===== src/rtl/bmq_rate_ctrl.sv =====
// BMQ clock generator: divides the board clock by a run-time even divisor.
// Divisor changes, starts and stops only take effect on a period boundary.
module bmq_rate_ctrl #(
    parameter int BOARD_CLOCK = 16000000,
    parameter int BMQ_CLOCK   = 4000000,
    parameter int DIV_W       = 16
) (
    input  logic             Clock_Board_BMQ,
    input  logic             Reset_N,
    input  logic             Enable,
    input  logic             Rate_Req,
    input  logic [DIV_W-1:0] Rate_Div,
    output logic             Rate_Ack,
    output logic             Rate_Err,
    output logic             Busy,
    output logic             Clock_BMQ,
    output logic             BMQ_Rise,
    output logic             BMQ_Fall,
    output logic [DIV_W-1:0] Div_Active
);

    localparam int               DEFAULT_DIV_INT = BOARD_CLOCK / BMQ_CLOCK;
    localparam logic [DIV_W-1:0] DEFAULT_DIV     = DIV_W'(DEFAULT_DIV_INT);
    localparam logic [DIV_W-1:0] MAX_DIV         = {{(DIV_W-1){1'b1}}, 1'b0};

    localparam logic [1:0] ST_STOPPED = 2'd0;
    localparam logic [1:0] ST_RUN     = 2'd1;
    localparam logic [1:0] ST_PEND    = 2'd2;

    if ((DEFAULT_DIV_INT < 2) || ((DEFAULT_DIV_INT % 2) != 0)) begin : g_bad_default_div
        $error("bmq_rate_ctrl: BOARD_CLOCK/BMQ_CLOCK must be even and >= 2");
    end

    logic [1:0]       state;
    logic [DIV_W-1:0] cnt;
    logic [DIV_W-1:0] div_pend;
    logic [DIV_W-1:0] half_m1;
    logic [DIV_W-1:0] last;
    logic             at_rise;
    logic             at_bound;
    logic             req_ok;

    function automatic logic div_valid(input logic [DIV_W-1:0] d);
        return (d[0] == 1'b0) && (d >= DIV_W'(2)) && (d <= MAX_DIV);
    endfunction

    always_comb begin
        half_m1  = (Div_Active >> 1) - DIV_W'(1);
        last     = Div_Active - DIV_W'(1);
        at_rise  = (cnt == half_m1);
        at_bound = (cnt == last);
        req_ok   = div_valid(Rate_Div);
    end

    always_ff @(posedge Clock_Board_BMQ or negedge Reset_N) begin
        if (!Reset_N) begin
            state      <= ST_STOPPED;
            cnt        <= '0;
            div_pend   <= '0;
            Div_Active <= DEFAULT_DIV;
            Clock_BMQ  <= 1'b0;
            BMQ_Rise   <= 1'b0;
            BMQ_Fall   <= 1'b0;
            Rate_Ack   <= 1'b0;
            Rate_Err   <= 1'b0;
            Busy       <= 1'b0;
        end else begin
            Rate_Ack <= 1'b0;
            Rate_Err <= 1'b0;
            BMQ_Rise <= 1'b0;
            BMQ_Fall <= 1'b0;
            case (state)
                ST_STOPPED: begin
                    Clock_BMQ <= 1'b0;
                    cnt       <= '0;
                    if (Enable) state <= ST_RUN;
                    if (Rate_Req) begin
                        if (req_ok) begin
                            Div_Active <= Rate_Div;
                            Rate_Ack   <= 1'b1;
                        end else begin
                            Rate_Err <= 1'b1;
                        end
                    end
                end
                ST_RUN, ST_PEND: begin
                    if (at_rise) begin
                        Clock_BMQ <= 1'b1;
                        BMQ_Rise  <= 1'b1;
                        cnt       <= cnt + DIV_W'(1);
                    end else if (at_bound) begin
                        Clock_BMQ <= 1'b0;
                        BMQ_Fall  <= 1'b1;
                        cnt       <= '0;
                        if (state == ST_PEND) begin
                            Div_Active <= div_pend;
                            Rate_Ack   <= 1'b1;
                            Busy       <= 1'b0;
                        end
                        state <= Enable ? ST_RUN : ST_STOPPED;
                    end else begin
                        cnt <= cnt + DIV_W'(1);
                    end
                    // A request arriving on a stopping boundary is applied at once
                    if (Rate_Req) begin
                        if (!req_ok || Busy) begin
                            Rate_Err <= 1'b1;
                        end else if (at_bound && !at_rise && !Enable) begin
                            Div_Active <= Rate_Div;
                            Rate_Ack   <= 1'b1;
                        end else begin
                            div_pend <= Rate_Div;
                            Busy     <= 1'b1;
                            state    <= ST_PEND;
                        end
                    end
                end
                default: begin
                    state     <= ST_STOPPED;
                    cnt       <= '0;
                    Clock_BMQ <= 1'b0;
                    Busy      <= 1'b0;
                end
            endcase
        end
    end

endmodule


===== config.mk =====
export PLATFORM = sky130hd
export DESIGN_NAME = bmq_rate_ctrl
export DESIGN_NICKNAME = d
export VERILOG_FILES = /design/src/rtl/bmq_rate_ctrl.sv
export SDC_FILE = /design/constraint.sdc
export NUM_CORES = 1
export LEC_CHECK = 0
export CAP_MARGIN = 10
export CELL_PAD_IN_SITES_DETAIL_PLACEMENT = 1
export CELL_PAD_IN_SITES_GLOBAL_PLACEMENT = 1
export CORE_UTILIZATION = 45
export DETAILED_ROUTE_END_ITERATION = 12
export PLACE_DENSITY = 0.8
export SLEW_MARGIN = 40
export SYNTH_ARGS = -nofsm -noshare
export SYNTH_HDL_FRONTEND = slang
export SYNTH_SLANG_ARGS = --single-unit

===== constraint.sdc =====
create_clock -name Clock_Board_BMQ -period 4.89 [get_ports Clock_Board_BMQ]
set_clock_uncertainty 0.1 [all_clocks]
set_input_delay 0.7335 -clock Clock_Board_BMQ [delete_from_list [all_inputs] [get_ports Clock_Board_BMQ]]
set_output_delay 0.7335 -clock Clock_Board_BMQ [all_outputs]
set_load 0.02 [all_outputs]

== After elaboration in Yosys (flattened, before gate mapping) ==
Index checks and enable logic that the tools add are counted.

* Add/sub/neg operators: 3
* Order comparisons: 2
* Equal/unequal tests: 8
* Muxes and demuxes: 49
* Bitwise gates (word level): 3
* Reduce and logical (&&, ||, !) cells: 13

{| class="wikitable"
|+ Operator list
! operator !! count
|-
| 16-bit two-way mux || 11
|-
| 16-bit == test || 2
|-
| 16-bit case mux with 2 select lines || 1
|-
| 1-bit two-way mux || 27
|-
| 16-bit by 1-bit adder with 16-bit output, second input constant || 1
|-
| 16-bit by 2-bit greater-or-equal comparator with 1-bit output, second input constant || 1
|-
| 16-bit <= comparator, second input constant || 1
|-
| 15-bit by 1-bit subtractor with 16-bit output, second input constant || 1
|-
| 16-bit by 1-bit subtractor with 16-bit output, second input constant || 1
|-
| 2-bit two-way mux || 6
|-
| 2-bit != test, second input constant || 3
|-
| 1-bit case mux with 2 select lines || 3
|-
| 1-bit logical AND || 4
|-
| 2-bit case mux with 2 select lines || 1
|-
| 4-bit AND reduction || 1
|-
| 1-bit logical NOT || 3
|-
| 3-bit != test, second input constant || 1
|-
| 1-bit inverter || 3
|-
| 3-bit AND reduction || 1
|-
| 2-bit by 1-bit == test with 1-bit output, second input constant || 1
|-
| 2-bit == test, second input constant || 1
|-
| 2-bit logical NOT || 1
|-
| 2-bit nonzero test || 1
|-
| 2-bit OR reduction || 1
|-
| 1-bit logical OR || 1
|}

* Register bits after elaboration: 56
* Input port bits: 20
* Output and inout port bits: 22
* Logic and storage cells: 88

== Depth between registers and ports, before layout ==
Gate-level depths: netlist (run 1).

* Depth in word-level cells: 9
* Mapped depth: 13
* Depth with buffers taken out: 10

== Worst setup path before layout (run 1) ==
Ideal clock, no wire load.

* Path kind: reg-to-reg
* Start: reg Div_Active[1]
* End: reg div_pend[14]
* Library setup time: 125 ps
* Arrival time: 3,237 ps
* Required time: 4,665 ps
* Slack: 1,428 ps
* Cell stages (with the launch flop): 13
* Buffers on the path: 2
* Period minus slack after synthesis: 3,462 ps
* Cells stage by stage: dfrtp_1 -> inv_1 -> ha_1 -> clkbuf_1 -> or4b_2 -> or2_0 -> o21ai_0 -> o211ai_1 -> nor3_2 -> nand3b_4 -> o211ai_4 -> buf_6 -> mux2_4

* Longest elaborated chain between the ends: 7
* Elaborated cells on any way between the ends: 9
* Those cells by class: add/sub: 2; eq/ne: 2; bitwise: 1; reduce/logical: 4

{| class="wikitable"
|+ Ends and longest elaborated chain
! element !! RTL line !! source
|-
| start: declaration || 19 || <nowiki>output logic [DIV_W-1:0] Div_Active</nowiki>
|-
| start signal: assignment || 79 || <nowiki>Div_Active <= Rate_Div;</nowiki>
|-
| start signal: assignment || 96 || <nowiki>Div_Active <= div_pend;</nowiki>
|-
| start signal: assignment || 109 || <nowiki>Div_Active <= Rate_Div;</nowiki>
|-
| 15-bit by 1-bit subtractor with 16-bit output || 48 || <nowiki>half_m1 = (Div_Active >> 1) - DIV_W'(1);</nowiki>
|-
| 16-bit == test || 50 || <nowiki>at_rise = (cnt == half_m1);</nowiki>
|-
| 1-bit logical NOT || 108 || <nowiki>end else if (at_bound && !at_rise && !Enable) begin</nowiki>
|-
| 1-bit logical AND (*) (2 in a row) || 108 ||
|-
| 1-bit inverter (no line) (*) || n/a ||
|-
| 4-bit AND reduction (no line) (*) || n/a ||
|-
| end signal: assignment || 112 || <nowiki>div_pend <= Rate_Div;</nowiki>
|-
| end: declaration || 36 || <nowiki>logic [DIV_W-1:0] div_pend;</nowiki>
|}

Mark *: on every way between the ends. The rest lies on a longest branch, timed or not.
A chain may end at the register's enable or synchronous reset.

== Worst setup path after layout (run 1) ==
* Start: reg Div_Active[2]
* End: reg Div_Active[13]

* Longest elaborated chain between the ends: 9
* Elaborated cells on any way between the ends: 13
* Those cells by class: add/sub: 2; eq/ne: 2; mux: 6; reduce/logical: 3

{| class="wikitable"
|+ Ends and longest elaborated chain
! element !! RTL line !! source
|-
| branches (longest 7 deep; another with 16-bit by 1-bit subtractor with 16-bit output) || n/a ||
|-
| 16-bit two-way mux (*) || 105 || <nowiki>if (Rate_Req) begin</nowiki>
|-
| 16-bit case mux with 2 select lines (*) || 72 || <nowiki>case (state)</nowiki>
|}

Mark *: on every way between the ends.

==> results of run 1 <==
-- routing by layer --
| metal | wire (µm) | track usage | part of all wire |
|---|---|---|---|
| met2 | 5280 | 0.429 | 0.48 |
| met1 | 5020 | 0.359 | 0.46 |
| met3 | 511 | 0.0521 | 0.047 |
| met4 | 174 | 0.0647 | 0.016 |
| met5 | 0 | 0 | 0 |
-- synth_stat cells, types with 3 or more instances --
| cell type | number | area, µm² |
|---|---|---|
| inv_1 | 29 | 109 |
| nand2b_1 | 4 | 25.0 |
| nand4_1 | 11 | 68.8 |
| or3_1 | 18 | 113 |
| nor3_1 | 8 | 40.0 |
| o21ai_0 | 20 | 100 |
| a21oi_1 | 9 | 45.0 |
| and2_1 | 4 | 25.0 |
| nand3b_1 | 3 | 22.5 |
| xnor2_1 | 27 | 236 |
| and3_1 | 8 | 50.1 |
| xor2_1 | 26 | 228 |
| a211oi_1 | 4 | 30.0 |
| nand3_1 | 34 | 170 |
| clkbuf_1 | 20 | 75.1 |
| ha_1 | 7 | 87.6 |
| buf_2 | 6 | 30.0 |
| mux2_4 | 9 | 135 |
| o31ai_1 | 3 | 22.5 |
| or4_1 | 5 | 37.5 |
| a31oi_1 | 3 | 18.8 |
| nor4_2 | 3 | 37.5 |
| nor3b_1 | 5 | 37.5 |
| nor2_1 | 34 | 128 |
| mux2_2 | 8 | 90.1 |
| nor3_2 | 3 | 30.0 |
| nor4_1 | 12 | 75.1 |
| nand2_1 | 24 | 90.1 |
| buf_6 | 3 | 33.8 |
| dfrtp_1 | 55 | 1380 |
-- per-stage QoR --
stage / hold WS (ns) / setup WS, ns / power, mW / util / cells
6_report: 0.415 / 0.791 / 2.65 / 0.535 / 573
5_1_grt: 0.438 / 0.533 / 2.84 / 0.535 / 573
4_1_cts: 0.416 / 0.878 / 2.64 / 0.534 / 573
3_5_place_dp: 0.387 / 0.904 / 2.35 / 0.523 / 565
3_3_place_gp: 0.369 / 1.11 / 2.30 / 0.523 / 565
2_1_floorplan: 0.338 / 1.43 / 1.90 / - / 448
-- cell usage in the layout, fill, tap and decap left out, types with 4 or more instances in the layout --
cell type,instances
clkbuf_8,5
nor2_1,33
nor4_1,12
a21oi_1,9
and3_1,8
o21ai_0,20
nand2b_1,4
inv_1,29
nand3_1,34
xor2_1,26
or4_1,5
and2_1,4
mux2_4,9
ha_1,7
clkdlybuf4s50_1,40
dfrtp_1,55
a211oi_1,4
nor3b_1,5
mux2_2,8
or3_1,18
nand4_1,11
nand2_1,24
nor3_1,8
xnor2_1,27
-- final cells by class --
cell class	count	area, µm²	area share
tap	105	131	0.0293
clock inverter	3	25.0	0.00558
clock buffer	5	68.8	0.0153
sequential	56	1400	0.313
timing repair buffer	43	420	0.0937
multi-input combinational	332	2330	0.519
inverter	29	109	0.0243
-- cell families after synthesis --
logic type                 count (synthesis)
buffers and inverters                     60
DFF                                       56
muxes                                     18
xor gates and xnor gates                  53
adders and majority gates                  7
and+or+nand+nor                          190
AOI/OAI and AO/OA                         64
-- power by group through the flow --
stage	Clock (mW)	Combinational [mW]	Sequential, mW
after global routing	0.300	1.63	0.918
after global placement	0	1.41	0.883
after CTS	0.287	1.47	0.884
after detailed placement	0	1.46	0.894
after floorplan	0	1.11	0.796
final	0.277	1.47	0.896
-- sequential cells by signal (all words and copies together), names as in the netlist --
signal,cells
state,2
Div_Active,16
Rate_Err,1
div_pend,16
Clock_BMQ,1
cnt,16
BMQ_Fall,1
BMQ_Rise,1
Busy,1
Rate_Ack,1
-- critical path: stages (launching register included) --
cell	delay, ns
dfstp_2	0.67
inv_1	0.10
ha_1	0.29
a21boi_1	0.47
nand4_1	0.20
xnor2_1	0.32
o2111ai_1	0.26
nor3_2	0.46
nand3_1	0.53
or3_1	0.53
nand3_1	0.09
-- how the worst max path moves through the flow --
| stage | start | end | slack, ns | depth (start not counted) |
|---|---|---|---|---|
| 3_5_place_dp | Div_Active[2]$_DFFE_PN1P_ | Div_Active[5]$_DFFE_PN0P_ | 0.90 | 10 |
| 3_3_place_gp | Div_Active[1]$_DFFE_PN0P_ | div_pend[12]$_DFFE_PN0P_ | 1.11 | 10 |
| 2_1_floorplan | Div_Active[1]$_DFFE_PN0P_ | div_pend[14]$_DFFE_PN0P_ | 1.43 | 12 |
| 5_1_grt | Div_Active[2]$_DFFE_PN1P_ | Div_Active[8]$_DFFE_PN0P_ | 0.53 | 10 |
| 6_report | Div_Active[2]$_DFFE_PN1P_ | Div_Active[13]$_DFFE_PN0P_ | 0.79 | 10 |
| 4_1_cts | Div_Active[2]$_DFFE_PN1P_ | Div_Active[1]$_DFFE_PN0P_ | 0.88 | 10 |
==> out/metrics.csv, run 1 <==
stage;metric;value;unit
clock_tree;htreeDepth;2;
power;internal-power;1.36;mW
global_routing;grt_max_degree;57;
synth;ys_seq_area_frac;0.352;
synth;avgSynthCellArea;8.88;µm²
synth;synthArstFlopShare;1.00;
power;p_comb_frac;0.557;
synth;yosys_warnings;0;
floorplanning;ios;42;
power;power_switching;1.28;mW
clock_tree;postCtsResizedCells;0;
power;p_leak;1.86;nW
route;drt-pass1-iter-count;4;
global_routing;grt_pass1_wl;18.3;mm
global_routing;grt_pass1_vias;3388;
power;swShare;0.485;
setup_path;required;5.06;ns
floorplanning;die_w;96.0;µm
layout;fillers;978;
sta;post-route-min-period;4.10;ns
layout;area_growth;12.7;%
global_routing;grt.total_usage;0.263;
synth;synth_cell_types;66;
layout;final_area;4490;µm²
synth;syn-num-nets;475;
placement;io_buffers;41;
power;powerDensity;590;nW/µm²
route;wirelength;11.0;mm
route;vias_per_cell;5.88;
synth;synth_fa_ha_area_frac;0.0220;
route;drc;0;
synth;synth_compound_area_frac;0.109;
floorplanning;die_h;96.0;µm
hold_path;hold_path_class;reg -> reg;
clock_tree;clock_latency;0.33;ns
synth;synth_ff_type;dfrtp_1;
synth;synthMuxAreaShare;0.0591;
sta;max_slew_margin;0.477;
setup_path;crit_type;reg -> reg;
placement;place_area;4380;µm²
synth;syn-cell-area;3980;µm²
clock_tree;hold_buffers;0;
route;vias;3372;
floorplanning;initial_utilization;0.475;
clock_tree;root_buffer;clkbuf_8;
synth;synth_cells;448;
clock_tree;cts_buffer_depth;2;
sta;rsz0062_at_grt;false;
hold_path;worstHoldStart;div_pend[0]$_DFFE_PN0P_;
layout;nets;494;
synth;synth_edf_count;0;
sta;timing.fmax;244;MHz
sta;hold_viol;0;
setup_path;reg2reg_slack;0.79;ns
job;maxCapViolCount;0;
setup_path;regToRegStartpoint;Div_Active[2]$_DFFE_PN1P_;
setup_path;reg2reg_depth;10;
route;wl_per_cell;19.2;µm
synth;synth_xor_area_frac;0.117;
placement;hpwlAfterDp;8.22;mm
clock_tree;cts_setup_buffers;0;
setup_path;worst-path-max-fanout;16;
sta;timing.final.crit_share;0.838;
sta;setup_violations;0;
floorplanning;dieArea;9220;µm²
synth;ys_ff_latch;56;
clock_tree;cts.clk_slew.worst_paths;0.12;ns
setup_path;regToRegEndpoint;Div_Active[13]$_DFFE_PN0P_;
global_routing;antenna_found_initial;0;
route;drtIter0Drc;140;
power;seq_power_share;0.339;
power;ir_drop;0.254;mV
setup_path;critPathCaptureType;flip-flop;
global_routing;grt_overflow;0;
setup_path;crit_path_start_kind;flip-flop;
power;p_clk_frac;0.105;
layout;diodes;0;
hold_path;whs_endpoint;div_pend[0]$_DFFE_PN0P_;
sta;slew_violations;0;
clock_tree;cts.sinks;56;
setup_path;cp.arrival;4.27;ns
hold_path;hold_depth;1;
route;ant_nets;0;
sta;tns;0;ns
layout;drive_above_1_share;0.100;
clock_tree;cts_tree;built;
floorplanning;fp-row-count;33;
run_status;status;finished, final reports clean;
synth;synthSimpleGateAreaFrac;0.275;
floorplanning;core-area;8380;µm²
placement;gp_routability_congestion;0.840;
synth;synth_top_family_by_area;simple AND/OR/NAND/NOR gates;
clock_tree;numCtsBuffers;5;
sta;worstMarginPinSlew;0.782;ns
(Power assumes the default switching activity.)
==> run 2, diff against run 1 <==
--- a/config.mk
+++ b/config.mk
@@ -8,9 +8,9 @@
 export CAP_MARGIN = 10
 export CELL_PAD_IN_SITES_DETAIL_PLACEMENT = 1
 export CELL_PAD_IN_SITES_GLOBAL_PLACEMENT = 1
-export CORE_UTILIZATION = 45
+export CORE_UTILIZATION = 44
 export DETAILED_ROUTE_END_ITERATION = 12
-export PLACE_DENSITY = 0.8
+export PLACE_DENSITY = 0.79
 export SLEW_MARGIN = 40
 export SYNTH_ARGS = -nofsm -noshare
 export SYNTH_HDL_FRONTEND = slang
==> constraint.sdc (replaced) <==
create_clock -name Clock_Board_BMQ -period 4.2 [get_ports Clock_Board_BMQ]
set_clock_uncertainty 0.1 [all_clocks]
set_input_delay 0.63 -clock Clock_Board_BMQ [delete_from_list [all_inputs] [get_ports Clock_Board_BMQ]]
set_output_delay 0.63 -clock Clock_Board_BMQ [all_outputs]
set_load 0.02 [all_outputs]
==> run 2 against run 1 <==
Effect of this change: largest power group unchanged; non-clock buffer count rose by 3; count of clock-buffer cells in the layout stayed put; routed wire length increased by 0.17%; largest cell class unchanged; register-to-register slack worse by 0.45 ns.
==> out/metrics.csv, run 2 (synthesis results as in run 1) <==
stage;metric;value;unit
run_status;status;finished, final reports clean;
clock_tree;cts_buffer_depth;2;
setup_path;critPathCaptureType;flip-flop;
power;p_leak;1.89;nW
setup_path;cpPeakStageDelay;0.63;ns
sta;post-route-min-period;3.85;ns
floorplanning;fp-row-count;34;
global_routing;met3_usage;0.0288;
floorplanning;dieArea;9430;µm²
clock_tree;hold_buffers;0;
global_routing;grt_pass1_vias;3538;
global_routing;grt_most_used_layer;met2;
route;drtIter0Drc;140;
global_routing;grt_max_degree;38;
sta;tns;0;ns
setup_path;cp_slowest_cell;or4b_2;
setup_path;worst-path-max-fanout;16;
sta;rsz0062_at_grt;false;
sta;hold_ws;0.145;ns
floorplanning;initial_utilization;0.456;
sta;setup_violations;0;
sta;slew_violations;0;
layout;final_area;4540;µm²
route;vias_per_cell;5.87;
power;powerDensity;701;nW/µm²
global_routing;grt_overflow;0;
floorplanning;ios;42;
layout;layout_common_cells;dfrtp_1, clkdlybuf4s50_1, nand3_1, nor2_1, inv_1;
layout;fillers;1012;
layout;nets;497;
global_routing;met2_usage;0.408;
layout;drive_above_1_share;0.102;
setup_path;required;4.31;ns
route;wl_per_cell;19.0;µm
sta;hold_viol;0;
clock_tree;clock_latency;0.32;ns
clock_tree;postCtsResizedCells;0;
floorplanning;core-area;8720;µm²
global_routing;grt.total_usage;0.244;
floorplanning;die_w;97.1;µm
layout;largest_registers;Div_Active (16), cnt (16), div_pend (16);
clock_tree;cts_setup_buffers;0;
setup_path;crit_type;reg -> reg;
placement;io_buffers;41;
placement;place_area;4410;µm²
global_routing;antenna_found_initial;0;
sta;worstMarginPinSlew;0.648;ns
route;ant_nets;0;
sta;max_slew_margin;0.565;
layout;final_cells;578;
setup_path;cp.arrival;3.96;ns
placement;placed_cells;571;
job;maxCapViolCount;0;
clock_tree;root_buffer;clkbuf_8;
placement;gp_routability_congestion;0.844;
hold_path;hold_path_class;in -> async;
route;vias;3391;
layout;area_growth;14.0;%
setup_path;crit_chain;inv_1, ha_1, or4b_2, or2_0, o21ai_0, o211ai_1, nor3_2, nand3b_4, o211ai_4, mux2_2;
global_routing;grt_pass1_wl;18.5;mm
clock_tree;htreeDepth;2;
route;drt-pass1-iter-count;4;
power;ir_drop;0.283;mV
placement;hpwlAfterDp;8.43;mm
route;drc;0;
clock_tree;cts.clk_slew.worst_paths;0.10;ns
layout;finish.utilization;0.520;
layout;final_common_cell;dfrtp_1;
clock_tree;cts.sinks;56;
sta;timing.fmax;259;MHz
layout;diodes;0;
clock_tree;cts_tree;built;
route;wirelength;11.0;mm
sta;timing.final.crit_share;0.918;
global_routing;use_met1;0.325;
floorplanning;die_h;97.1;µm
setup_path;crit_path_start_kind;flip-flop;
clock_tree;numCtsBuffers;5;
## run 2: cell types whose count changed in the layout (fill, tap and decap cells not counted), sizes merged
cell | before | now
buf | 3 | 6
clkinvlp | 1 | 0
bufinv | 0 | 2
inv | 31 | 29
## run 2: final cells by class
class	count	area, µm²	share of cell area
inverter	29	109	0.0240
timing repair buffer	46	443	0.0976
sequential	56	1400	0.309
multi-input combinational	332	2320	0.511
clock inverter	2	60.1	0.0132
tap	108	135	0.0298
clock buffer	5	68.8	0.0152
## run 2: final timing paths
path | startpoint | end | slack (ns) | depth (start not counted)
setup / recovery | Div_Active[1]$_DFFE_PN0P_ | div_pend[12]$_DFFE_PN0P_ | 0.35 | 10
setup reg to reg | Div_Active[1]$_DFFE_PN0P_ | div_pend[12]$_DFFE_PN0P_ | 0.35 | 10
max in group asynchronous | Reset_N | Div_Active[2]$_DFFE_PN1P_ | 2.98 | 2
hold / removal | Reset_N | div_pend[11]$_DFFE_PN0P_ | 0.15 | 1
hold reg to reg | div_pend[10]$_DFFE_PN0P_ | div_pend[10]$_DFFE_PN0P_ | 0.41 | 1
min in group Clock_Board_BMQ | div_pend[10]$_DFFE_PN0P_ | div_pend[10]$_DFFE_PN0P_ | 0.41 | 1
## run 2: critical path: cells and delay by family, from the launching register on
family | cells | cell delay (ns)
AO/OA/AOI/OAI | 3 | 0.78
AND/OR/NAND/NOR | 4 | 1.39
buffers and inverters | 1 | 0.21
multiplexers | 1 | 0.41
flip-flops | 1 | 0.49
adder cells (fa/ha/maj) | 1 | 0.36
## run 2: report_power, final
| group | internal, mW | switching, mW | total, mW |
|---|---|---|---|
| combinational | 0.768 | 0.965 | 1.73 |
| sequential | 0.715 | 0.318 | 1.03 |
| clock | 0.235 | 0.178 | 0.413 |
| total | 1.72 | 1.46 | 3.18 |
## run 2: stage by stage
step,setup WS [ns],total power [mW]
final,0.346,3.18
after global routing,0.0856,3.40
after CTS,0.318,3.19
after detailed placement,0.345,2.77
after global placement,0.441,2.70
after floorplan,0.738,2.22
## run 2: per-layer routing
metal,up-vias,part of all wire
li1,1613,-
met1,1704,0.46
met2,60,0.49
met3,14,0.029
met4,0,0.021
met5,-,0
==> run 3, diff against run 2 <==
--- a/config.mk
+++ b/config.mk
@@ -11,6 +11,7 @@
 export CORE_UTILIZATION = 44
 export DETAILED_ROUTE_END_ITERATION = 12
 export PLACE_DENSITY = 0.79
+export REMOVE_ABC_BUFFERS = 1
 export SLEW_MARGIN = 40
 export SYNTH_ARGS = -nofsm -noshare
 export SYNTH_HDL_FRONTEND = slang
==> run 3 against run 2 <==
Effect of this change: critical path depth up 1; routed wire length rose by 7.0%; non-clock buffer count grew 3; hold slack better by 0.19 ns.
==> out/metrics.csv, run 3 (synthesis results as in run 1) <==
stage;metric;value;unit
floorplanning;core-area;8720;µm²
sta;tns;0;ns
power;swShare;0.476;
layout;nets;500;
sta;post-route-min-period;3.78;ns
clock_tree;cts_setup_buffers;0;
sta;postLayoutSetupSlackWorst;0.423;ns
global_routing;grt_most_used_layer;met2;
setup_path;worst-path-max-fanout;16;
setup_path;required;4.32;ns
power;power_switching;1.52;mW
global_routing;grt_pass1_vias;3796;
setup_path;critPathCaptureType;flip-flop;
sta;rsz0062_at_grt;false;
layout;area_growth;14.3;%
route;drc;0;
setup_path;cp_slowest_cell;or4b_2;
floorplanning;die_h;97.1;µm
global_routing;met3_usage;0.0338;
global_routing;grt_max_degree;57;
floorplanning;dieArea;9430;µm²
sta;setup_violations;0;
power;internal-power;1.67;mW
setup_path;critPathTopFamily;simple AND/OR/NAND/NOR gates;
global_routing;antenna_found_initial;0;
floorplanning;die_w;97.1;µm
route;ant_nets;0;
setup_path;reg2reg_depth;11;
sta;hold_viol;0;
placement;pre_cts_slack;0.476;ns
clock_tree;htreeDepth;2;
layout;layout_common_cells;dfrtp_1, clkdlybuf4s50_1, nand3_1;
placement;io_buffers;41;
sta;timing.fmax;265;MHz
power;powerDensity;699;nW/µm²
power;p_comb_frac;0.556;
setup_path;regToRegEndpoint;div_pend[10]$_DFFE_PN0P_;
setup_path;regToRegStartpoint;Div_Active[1]$_DFFE_PN0P_;
power;ir_drop;0.331;mV
route;drt-pass1-iter-count;4;
power;p_clk_frac;0.117;
global_routing;grt_overflow;0;
floorplanning;initial_utilization;0.456;
sta;max_slew_margin;0.508;
clock_tree;root_buffer;clkbuf_8;
setup_path;crit_chain;inv_1, ha_1, or4b_2, or2_0, o21ai_0, o211ai_1, nor3_2, nand3b_4, o211ai_4, buf_4, mux2_2;
power;power;3.18;mW
route;vias;3559;
setup_path;crit_type;reg -> reg;
setup_path;cp.arrival;3.90;ns
placement;hpwlAfterDp;8.64;mm
setup_path;cpPeakStageDelay;0.63;ns
sta;slew_violations;0;
clock_tree;cts.clk_slew.worst_paths;0.11;ns
power;seq_power_share;0.327;
clock_tree;numCtsBuffers;5;
route;wirelength;11.8;mm
run_status;status;finished, final reports clean;
global_routing;use_met1;0.332;
job;maxCapViolCount;0;
global_routing;met2_usage;0.445;
clock_tree;cts_buffer_depth;2;
route;vias_per_cell;6.12;
setup_path;crit_path_start_kind;flip-flop;
sta;worstMarginPinSlew;0.732;ns
route;drtIter0Drc;165;
layout;largest_registers;Div_Active (16), cnt (16), div_pend (16);
global_routing;grt.total_usage;0.259;
placement;gp_routability_congestion;0.871;
floorplanning;fp-row-count;34;
floorplanning;ios;42;
sta;timing.final.crit_share;0.899;
clock_tree;postCtsResizedCells;0;
global_routing;grt_pass1_wl;19.5;mm
clock_tree;clock_latency;0.32;ns
layout;final_common_cell;dfrtp_1;
layout;diodes;0;
route;wl_per_cell;20.2;µm
setup_path;reg2reg_slack;0.42;ns
clock_tree;cts_tree;built;
layout;drive_above_1_share;0.112;
power;p_leak;1.90;nW
hold_path;hold_path_class;in -> async;
clock_tree;hold_buffers;0;
clock_tree;cts.sinks;56;
setup_path;cp.buffers_inverters;2;
sta;hold_ws;0.338;ns
[run 3: cell count changes in the layout (fill, tap and decap cells not counted)]
cell / before / now
buf_4: 5 / 8
bufinv_16: 2 / 1
clkinvlp_4: 0 / 1
inv_6: 0 / 1
nor2_1: 34 / 33
nor2_2: 0 / 1
[run 3: how the worst max path moves through the flow]
| stage | start | end | cells past startpoint |
|---|---|---|---|
| global route | Div_Active[1]$_DFFE_PN0P_ | Div_Active[10]$_DFFE_PN0P_ | 11 |
| finish | Div_Active[1]$_DFFE_PN0P_ | div_pend[10]$_DFFE_PN0P_ | 11 |
| floorplan | Div_Active[4]$_DFFE_PN0P_ | div_pend[10]$_DFFE_PN0P_ | 8 |
| detailed placement | Div_Active[1]$_DFFE_PN0P_ | div_pend[10]$_DFFE_PN0P_ | 11 |
| global placement | Div_Active[1]$_DFFE_PN0P_ | div_pend[12]$_DFFE_PN0P_ | 11 |
| CTS | Div_Active[1]$_DFFE_PN0P_ | div_pend[10]$_DFFE_PN0P_ | 11 |
[run 3: through the flow]
step                      cells  area [µm²]   util
final                       582        4550  0.522
after detailed placement    574        4430  0.508
after global routing        582        4550  0.522
after global placement      574        4430  0.508
after floorplan             417        3830      -
after CTS                   582        4550  0.522
[run 3: area by class of cell]
class                      instances  area [µm²]
clock buffer                       5        68.8
clock inverter                     3        46.3
fill                            1031        4170
inverter                          29         109
multi-input combinational        332        2320
sequential                        56        1400
tap                              108         135
timing repair buffer              49         465
[run 3: routing by layer]
metal | share of wire | routed length (µm)
met5 | 0 | 0
met1 | 0.42 | 4950
met4 | 0.024 | 282
met3 | 0.053 | 622
met2 | 0.50 | 5920
[run 3: power by group through the flow]
stage	Sequential (mW)	Combinational, mW	Clock, mW
4_1_cts	1.03	1.77	0.381
3_3_place_gp	1.02	1.69	0
2_1_floorplan	1.03	1.11	0
5_1_grt	1.06	1.94	0.396
3_5_place_dp	1.04	1.75	0
6_report	1.04	1.77	0.372
